===== src/rtl/pc_fetch_if.sv =====
// Fetch-side handshake bundle for pc_fetch.
// It carries two channels:
//   - the instruction-memory request/response channel;
//   - the buffered-instruction valid/ready channel towards decode.
// The master modport is the fetch unit's view of the bundle.
// The slave modport is the view of memory and decode together.
interface pc_fetch_if #(
    parameter int WORD_SIZE = 32
);
    // Instruction-memory channel
    logic                 imem_req;
    logic [WORD_SIZE-1:0] imem_addr;
    logic                 imem_gnt;
    logic                 imem_rvalid;
    logic [WORD_SIZE-1:0] imem_rdata;

    // Decode channel
    logic                 inst_valid;
    logic [WORD_SIZE-1:0] inst;
    logic [WORD_SIZE-1:0] inst_pc;
    logic                 inst_ready;

    modport master (
        output imem_req,
        output imem_addr,
        input  imem_gnt,
        input  imem_rvalid,
        input  imem_rdata,
        output inst_valid,
        output inst,
        output inst_pc,
        input  inst_ready
    );

    modport slave (
        input  imem_req,
        input  imem_addr,
        output imem_gnt,
        output imem_rvalid,
        output imem_rdata,
        input  inst_valid,
        input  inst,
        input  inst_pc,
        output inst_ready
    );
endinterface


===== src/rtl/pc_fetch.sv =====
// pc_fetch: architectural PC register plus instruction-fetch sequencer.
// The block runs one memory transaction at a time through three states.
//   REQ  : request presented.
//   WAIT : waiting for read data.
//   HOLD : instruction buffered for decode.
// A redirect (flush) replaces the PC at any point. A response that was
// already owed by memory for the old address is marked "killed" and is
// dropped when it arrives.
module pc_fetch #(
    parameter int                   WORD_SIZE = 32,
    parameter logic [WORD_SIZE-1:0] RESET_PC  = '0
) (
    input  logic                 clk,
    input  logic                 reset,
    input  logic [WORD_SIZE-1:0] next_pc,
    input  logic                 flush,
    input  logic [WORD_SIZE-1:0] flush_pc,
    output logic [WORD_SIZE-1:0] pc,
    output logic [WORD_SIZE-1:0] pc_plus4,
    pc_fetch_if.master           bus
);

    localparam logic [1:0] S_REQ  = 2'd0;
    localparam logic [1:0] S_WAIT = 2'd1;
    localparam logic [1:0] S_HOLD = 2'd2;

    logic [1:0]           state;
    logic                 kill;
    logic                 inst_valid_q;
    logic [WORD_SIZE-1:0] inst_q;
    logic [WORD_SIZE-1:0] inst_pc_q;

    // Request is gated by reset, so nothing leaves the block while reset is held.
    always_comb begin
        bus.imem_req   = (state == S_REQ) && !reset;
        bus.imem_addr  = pc;
        bus.inst_valid = inst_valid_q;
        bus.inst       = inst_q;
        bus.inst_pc    = inst_pc_q;
        pc_plus4       = pc + WORD_SIZE'(4);
    end

    // Fetch sequencer: PC, kill flag and instruction buffer advance together.
    // NOTE: every register here uses non-blocking assignment. Several branches
    // read pc and kill while also updating them. They must all see the values
    // from before the clock edge.
    always_ff @(posedge clk) begin
        if (reset) begin
            pc           <= RESET_PC;
            state        <= S_REQ;
            kill         <= 1'b0;
            inst_valid_q <= 1'b0;
            inst_q       <= '0;
            inst_pc_q    <= '0;
        end else begin
            case (state)
                S_REQ: begin
                    if (flush) begin
                        pc <= flush_pc;
                    end
                    if (bus.imem_gnt) begin
                        // The granted request used the old pc, so a flush here
                        // has to mark the coming response as killed.
                        state <= S_WAIT;
                        if (flush) begin
                            kill <= 1'b1;
                        end
                    end
                end

                S_WAIT: begin
                    if (flush) begin
                        pc <= flush_pc;
                    end
                    if (bus.imem_rvalid) begin
                        if (kill || flush) begin
                            kill  <= 1'b0;
                            state <= S_REQ;
                        end else begin
                            inst_q       <= bus.imem_rdata;
                            inst_pc_q    <= pc;
                            inst_valid_q <= 1'b1;
                            state        <= S_HOLD;
                        end
                    end else if (flush) begin
                        kill <= 1'b1;
                    end
                end

                S_HOLD: begin
                    if (flush) begin
                        inst_valid_q <= 1'b0;
                        pc           <= flush_pc;
                        state        <= S_REQ;
                    end else if (bus.inst_ready) begin
                        inst_valid_q <= 1'b0;
                        pc           <= next_pc;
                        state        <= S_REQ;
                    end
                end

                default: begin
                    state <= S_REQ;
                end
            endcase
        end
    end

endmodule


===== src/flat_wrapper.sv =====
// flat-port wrapper written by rule: the top's interface ports become plain ports
module pc_fetch_flat 
#(
    parameter int                   WORD_SIZE = 32,
    parameter logic [WORD_SIZE-1:0] RESET_PC  = '0
)
  (clk, reset, next_pc, flush, flush_pc, pc, pc_plus4, bus_imem_req, bus_imem_addr, bus_imem_gnt, bus_imem_rvalid, bus_imem_rdata, bus_inst_valid, bus_inst, bus_inst_pc, bus_inst_ready);
  pc_fetch_if #(.WORD_SIZE(WORD_SIZE)) bus_i ();
  input  logic clk;
  input  logic reset;
  input  logic [WORD_SIZE-1:0] next_pc;
  input  logic flush;
  input  logic [WORD_SIZE-1:0] flush_pc;
  output logic [WORD_SIZE-1:0] pc;
  output logic [WORD_SIZE-1:0] pc_plus4;
  output wire logic [$bits(bus_i.imem_req)-1:0] bus_imem_req;
  output wire logic [$bits(bus_i.imem_addr)-1:0] bus_imem_addr;
  input wire logic [$bits(bus_i.imem_gnt)-1:0] bus_imem_gnt;
  input wire logic [$bits(bus_i.imem_rvalid)-1:0] bus_imem_rvalid;
  input wire logic [$bits(bus_i.imem_rdata)-1:0] bus_imem_rdata;
  output wire logic [$bits(bus_i.inst_valid)-1:0] bus_inst_valid;
  output wire logic [$bits(bus_i.inst)-1:0] bus_inst;
  output wire logic [$bits(bus_i.inst_pc)-1:0] bus_inst_pc;
  input wire logic [$bits(bus_i.inst_ready)-1:0] bus_inst_ready;
  assign bus_imem_req = bus_i.imem_req;
  assign bus_imem_addr = bus_i.imem_addr;
  assign bus_i.imem_gnt = bus_imem_gnt;
  assign bus_i.imem_rvalid = bus_imem_rvalid;
  assign bus_i.imem_rdata = bus_imem_rdata;
  assign bus_inst_valid = bus_i.inst_valid;
  assign bus_inst = bus_i.inst;
  assign bus_inst_pc = bus_i.inst_pc;
  assign bus_i.inst_ready = bus_inst_ready;
  pc_fetch #(.WORD_SIZE(WORD_SIZE), .RESET_PC(RESET_PC)) u_core (.clk(clk), .reset(reset), .next_pc(next_pc), .flush(flush), .flush_pc(flush_pc), .pc(pc), .pc_plus4(pc_plus4), .bus(bus_i));
endmodule

===== config.mk =====
export PLATFORM = sky130hd
export DESIGN_NAME = pc_fetch_flat
export DESIGN_NICKNAME = d
export VERILOG_FILES = /design/src/rtl/pc_fetch_if.sv /design/src/rtl/pc_fetch.sv /design/src/flat_wrapper.sv
export SDC_FILE = /design/constraint.sdc
export NUM_CORES = 1
export LEC_CHECK = 0
export ABC_CLOCK_PERIOD_IN_PS = 2200
export CORE_MARGIN = 5
export CORE_UTILIZATION = 35
export DETAILED_ROUTE_END_ITERATION = 10
export PLACE_DENSITY = 0.73
export RECOVER_POWER = 100
export SKIP_CTS_REPAIR_TIMING = 1
export SYNTH_ARGS = -nofsm -noshare
export SYNTH_HDL_FRONTEND = slang
export SYNTH_SLANG_ARGS = --single-unit

===== constraint.sdc =====
create_clock -name clk -period 2.2 [get_ports clk]
set_input_delay 0.33 -clock clk [delete_from_list [all_inputs] [get_ports clk]]
set_output_delay 0.33 -clock clk [all_outputs]
set_load 0.02 [all_outputs]

# ---- Yosys cells after proc, flatten, opt, wreduce, memory -nomap -nowiden
# Cells that the tools add are included.
dict set report totals {
  ff_bits 100
  inputBits 102
  out_inout_bits 162
  word_cells 49
}
dict set report op_classes {
  addsub 1
  n_eq_ne 8
  n_mux 20
  n_bitwise 1
  reduce_logical 13
}
# cell n
set op_table {}
lappend op_table {{32-bit two-way mux} 3}
lappend op_table {{32-bit one-hot mux with 2 select lines} 1}
lappend op_table {{32-bit by 3-bit adder with 32-bit output (second input constant)} 1}
lappend op_table {{3-bit AND reduction} 4}
lappend op_table {{2-bit two-way mux} 5}
lappend op_table {{1-bit two-way mux} 8}
lappend op_table {{2-bit inequality test (second input constant)} 3}
lappend op_table {{2-bit one-hot mux with 3 select lines} 1}
lappend op_table {{2-bit nonzero test} 3}
lappend op_table {{1-bit one-hot mux with 2 select lines} 2}
lappend op_table {{4-bit AND reduction} 1}
lappend op_table {{3-bit by 2-bit inequality test with 1-bit output (second input constant)} 1}
lappend op_table {{3-bit inequality test (second input constant)} 1}
lappend op_table {{2-bit by 1-bit == test with 1-bit output (second input constant)} 1}
lappend op_table {{2-bit == test (second input constant)} 1}
lappend op_table {{2-bit zero test} 1}
lappend op_table {{2-bit by 1-bit inequality test with 1-bit output (second input constant)} 1}
lappend op_table {{2-bit OR reduction} 1}
lappend op_table {{1-bit logical AND} 1}
lappend op_table {{1-bit zero test} 1}
lappend op_table {{1-bit logical OR} 1}
lappend op_table {{1-bit inverter} 1}

# ---- Longest topological paths before layout
dict set report depth {
  ltp_word 4
  depth_mapped 6
}

# ---- Worst setup path before layout
# No wires, ideal clock.
dict set report synth_path {
  path_kind {register to output}
  start {register u_core.pc[2] (netlist: u_core.bus.imem_addr[2])}
  end {output port pc_plus4[26]}
  arrival_time_ns 2.130
  required_time_ns 1.870
  setup_slack_ns -0.260
  stages_incl_launch_ff 6
  path_cell_list {dfxtp_1 > ha_1 > nand3_1 > or4_1 > nor3_1 > xor2_1}
}
dict set report synth_between {
  elab_chain_cells 1
}
# element line
set synth_rtl {}
lappend synth_rtl {{start: declaration} pc_fetch.sv:18} ;# output logic [WORD_SIZE-1:0] pc,
lappend synth_rtl {{start signal: assignment} pc_fetch.sv:59} ;# pc <= flush_pc;
lappend synth_rtl {{start signal: assignment} pc_fetch.sv:73} ;# pc <= flush_pc;
lappend synth_rtl {{start signal: assignment} pc_fetch.sv:93} ;# pc <= flush_pc;
lappend synth_rtl {{32-bit by 3-bit adder with 32-bit output} pc_fetch.sv:40} ;# pc_plus4 = pc + WORD_SIZE'(4);
lappend synth_rtl {{end: declaration} flat_wrapper.sv:15} ;# output logic [WORD_SIZE-1:0] pc_plus4;
# Every way passes these cells.

# ---- Final worst setup path
dict set report layout_path {
  start {register u_core.pc[2] (netlist: u_core.bus.imem_addr[2])}
  end {output port pc_plus4[27]}
}
# The elaborated chain is that of the path after synthesis.

==> run_results.csv <==
group,metric,value,unit
power_and_ir_drop,pwr-share-clk,35.0,%
final_layout,layout_commonest_cell,"nand2_1",
timing,fin_skew,0.005604,ns
timing,hold_slack,0.4504,ns
final_layout,filler_cell_count,1126,
setup_path,crit_family,"simple AND/OR/NAND/NOR gates",
global_route,overflow,0,
setup_path,cp_slowest_stage_delay,0.64,ns
timing,layout_min_cycle_time,2.582,ns
setup_path,crit_fanout,6,
timing,finalSetupViolations,14,
global_route,grt_pass1_vias,5377,
logic_synthesis,synth_compound_area_share,17.87,%
route,via_per_inst,5.034,
final_layout,final_cell_mix,"nand2_1, dlygate4sd3_1, clkdlybuf4s50_1",
power_and_ir_drop,power_switching_share,28.19,%
logic_synthesis,synth-simple-area-share,23.63,%
setup_path,path_cells,"buf_6, nand4_1, or4_4, buf_6, nor3b_4, xor2_2, buf_6",
logic_synthesis,synth_nets,705,
power_and_ir_drop,p_sw,1.285,mW
floorplanning,start_util,35.38,%
logic_synthesis,synth_top_family_by_area,"simple AND/OR/NAND/NOR gates",
setup_path,cp_slowest_cell,"or4_4",
clock_tree,cts_buffers,9,
floorplanning,die_x,125.2,um
setup_path,reg2reg_from,"u_core.state[1]",
route,wire_per_inst,16.86,um
setup_path,worst-path-stages,7,
floorplanning,die_h,125.2,um
logic_synthesis,synth_adder_area_share,0.2692,%
clock_tree,cts_tree,"built",
setup_path,regToRegEndpoint,"u_core.bus.imem_addr[30]",
timing,maxSlewHeadroom,53.91,%
clock_tree,cts_sinks,100,
setup_path,cp.arrival,2.25,ns
placed_design,place_hpwl,13.03,mm
placed_design,finalWeightedCongestion,0.8341,
placed_design,dpl_worst_slack,-0.4086,ns
timing,grt_setup_unrepaired,"true",
floorplanning,dieArea,15690,um^2
power_and_ir_drop,p_per_area,565.5,nW/um^2
setup_path,start_kind,"register",
final_layout,nNetsFinal,970,
global_route,grt_max_degree,101,
route,antenna_left,0,
timing,hold_viol_final,0,
power_and_ir_drop,irDropWorstVdd,490.8,uV
logic_synthesis,synth.avg_cell_area,7.721,um^2
floorplanning,rows,42,
setup_path,critPathCapture,"pc_plus4[27]",
route,wl,17.67,mm
global_route,grt_util_all_layers,21.59,%
power_and_ir_drop,p_total,4.557,mW
outcome,status,"finished with violations",
global_route,grt_first_pass_wirelength,27.72,mm
final_layout,syn_to_final_growth,73.38,%
timing,slew_viol_final,0,
clock_tree,cts_max_level,3,
setup_path,cp.required,1.87,ns
final_layout,multi_input_area,2350,um^2
route,drc,0,
timing,timing.final.ws_setup,-0.3824,ns
timing,max_freq,387.2,MHz
power_and_ir_drop,p_int,3.273,mW
clock_tree,insertion_delay,0.34,ns
setup_path,crit_start,"u_core.bus.imem_addr[2]",
floorplanning,io_pins,264,
clock_tree,cts_root_buffer,"clkbuf_16",
logic_synthesis,ys_seq_elements,100,
outcome,violations,"negative setup slack",
clock_tree,clockBufferDepth,2,
timing,setup_tns,-3.021,ns
setup_path,reg2reg_depth,6,
final_layout,drive_above_1_share,16.74,%
logic_synthesis,syn_area,4648,um^2
logic_synthesis,syn_inst,602,
power_and_ir_drop,seqPwrFrac,42.2,%
logic_synthesis,seq_area_frac_synth,43.07,%
logic_synthesis,muxShareOfSynthArea,0,%
power_and_ir_drop,combPwrFrac,22.9,%
final_layout,n_antenna_cell,0,
logic_synthesis,ys.warnings.count,0,
timing,worst_pin_slew,0.6914,ns
setup_path,crit_type,"reg -> out",
timing,finalCritPeriodShare,117.4,%
setup_path,r2r_setup_slack,0.03,ns
route,drt_iter0_markers,341,
setup_path,crit_top_cell,"buf_6",
clock_tree,path_clk_slew,0.06,ns
setup_path,cp-end-kind,"output port",
placed_design,portBuffers,263,
logic_synthesis,synth_xor_area_share,5.276,%
final_layout,fin_util,61.34,%
flow_run,maxCapViolCount,0,
setup_path,worst-path-buf-inv,3,
power_and_ir_drop,p_leak,3.410,nW
hold_path,hold_path_class,"reg -> reg",
final_layout,regArea,2027,um^2
logic_synthesis,synth_cell_type_count,31,
floorplanning,core-area,13140,um^2
route,dr.pass1.iters,7,
global_route,antenna_found_initial,0,
route,vias,5276,
## layer usage
layer  vias to the layer above  share of wire (%)  track usage [%]
met2                       205                 51            37.68
met5                         -                  0                0
met3                        30                6.5            5.544
li1                       2576                  -                -
met1                      2465                 40            24.91
met4                         0                2.8            9.566
## tightest hold or removal path, cell delays in order, from the launching register on
cell and delay (ns):
dfxtp_1 0.30, nand2_1 0.05, a21oi_1 0.05
## worst min-delay path by stage
stage	start	depth (start not counted)	slack, ns	end
4_1_cts	u_core.bus.inst[28]	2	0.45	u_core.bus.inst[28]
2_1_floorplan	bus_imem_rdata[0]	2	0.47	u_core.bus.inst[0]
3_5_place_dp	u_core.bus.inst[26]	2	0.45	u_core.bus.inst[26]
5_1_grt	u_core.bus.inst_pc[5]	2	0.47	u_core.bus.inst_pc[5]
3_3_place_gp	u_core.bus.inst[0]	2	0.44	u_core.bus.inst[0]
6_report	u_core.bus.inst_pc[19]	2	0.45	u_core.bus.inst_pc[19]
## power groups by stage
stage | Clock [mW] | Combinational [mW] | Sequential [mW]
6_report | 1.59 | 1.04 | 1.92
4_1_cts | 1.65 | 1.11 | 1.92
5_1_grt | 1.74 | 1.11 | 1.93
3_3_place_gp | 0 | 1.10 | 1.96
3_5_place_dp | 0 | 1.10 | 1.96
2_1_floorplan | 0 | 0.403 | 2.07
## Yosys cell counts
library cell	n	area, um^2
a2111oi_0	32	280.3
a21oi_1	69	345.3
and3_1	1	6.260
and4_1	4	35.03
buf_2	3	15.01
buf_4	34	255.2
buf_6	1	11.26
clkbuf_1	40	150.1
clkbuf_2	1	5.000
clkinv_1	1	3.750
dfxtp_1	100	2002
ha_1	1	12.51
inv_1	5	18.77
nand2_1	138	518.0
nand2b_1	1	6.260
nand3_1	11	55.05
nand4_1	6	37.54
nand4_4	1	21.27
nor2_1	73	274.0
nor3_1	10	50.05
nor3_2	1	10.01
nor3b_2	1	12.51
nor4_1	2	12.51
nor4_2	1	12.51
nor4_4	1	21.27
o21ai_0	1	5.000
o22ai_1	32	200.2
or4_1	2	15.01
or4_4	1	11.26
xnor2_1	17	148.9
xor2_1	11	96.34
## sequential cells by signal, summed over array words and instances (netlist names)
signal,count
u_core.bus.inst,32
u_core.bus.inst_pc,32
u_core.kill,1
u_core.bus.imem_addr,32
u_core.state,2
u_core.bus.inst_valid,1
## cell families (layout without fill, tap and decap cells)
family / count (synthesis) / count (layout)
AO/OA/AOI/OAI: 134 / 134
XOR/XNOR: 28 / 28
adder cells (fa/ha/maj): 1 / 1
buffers and inverters: 85 / 355
flip-flops: 100 / 100
AND/OR/NAND/NOR: 254 / 254
## layout make-up
class,instances,area share (%)
multi-input cells,417,29.16
clock buffers,10,2.841
clock inverters,6,0.9160
repair buffers,333,38.92
inverters,6,0.2795
flip-flops and latches,100,25.15
well taps,176,2.732
## stage by stage
| step | std cells | instance area [um^2] |
|---|---|---|
| after floorplan | 602 | 4723 |
| after global placement | 1023 | 7690 |
| after detailed placement | 1023 | 7690 |
| after CTS | 1039 | 7993 |
| after global routing | 1048 | 8059 |
| final | 1048 | 8059 |
Note: power is estimated with default switching activity, not from simulation.
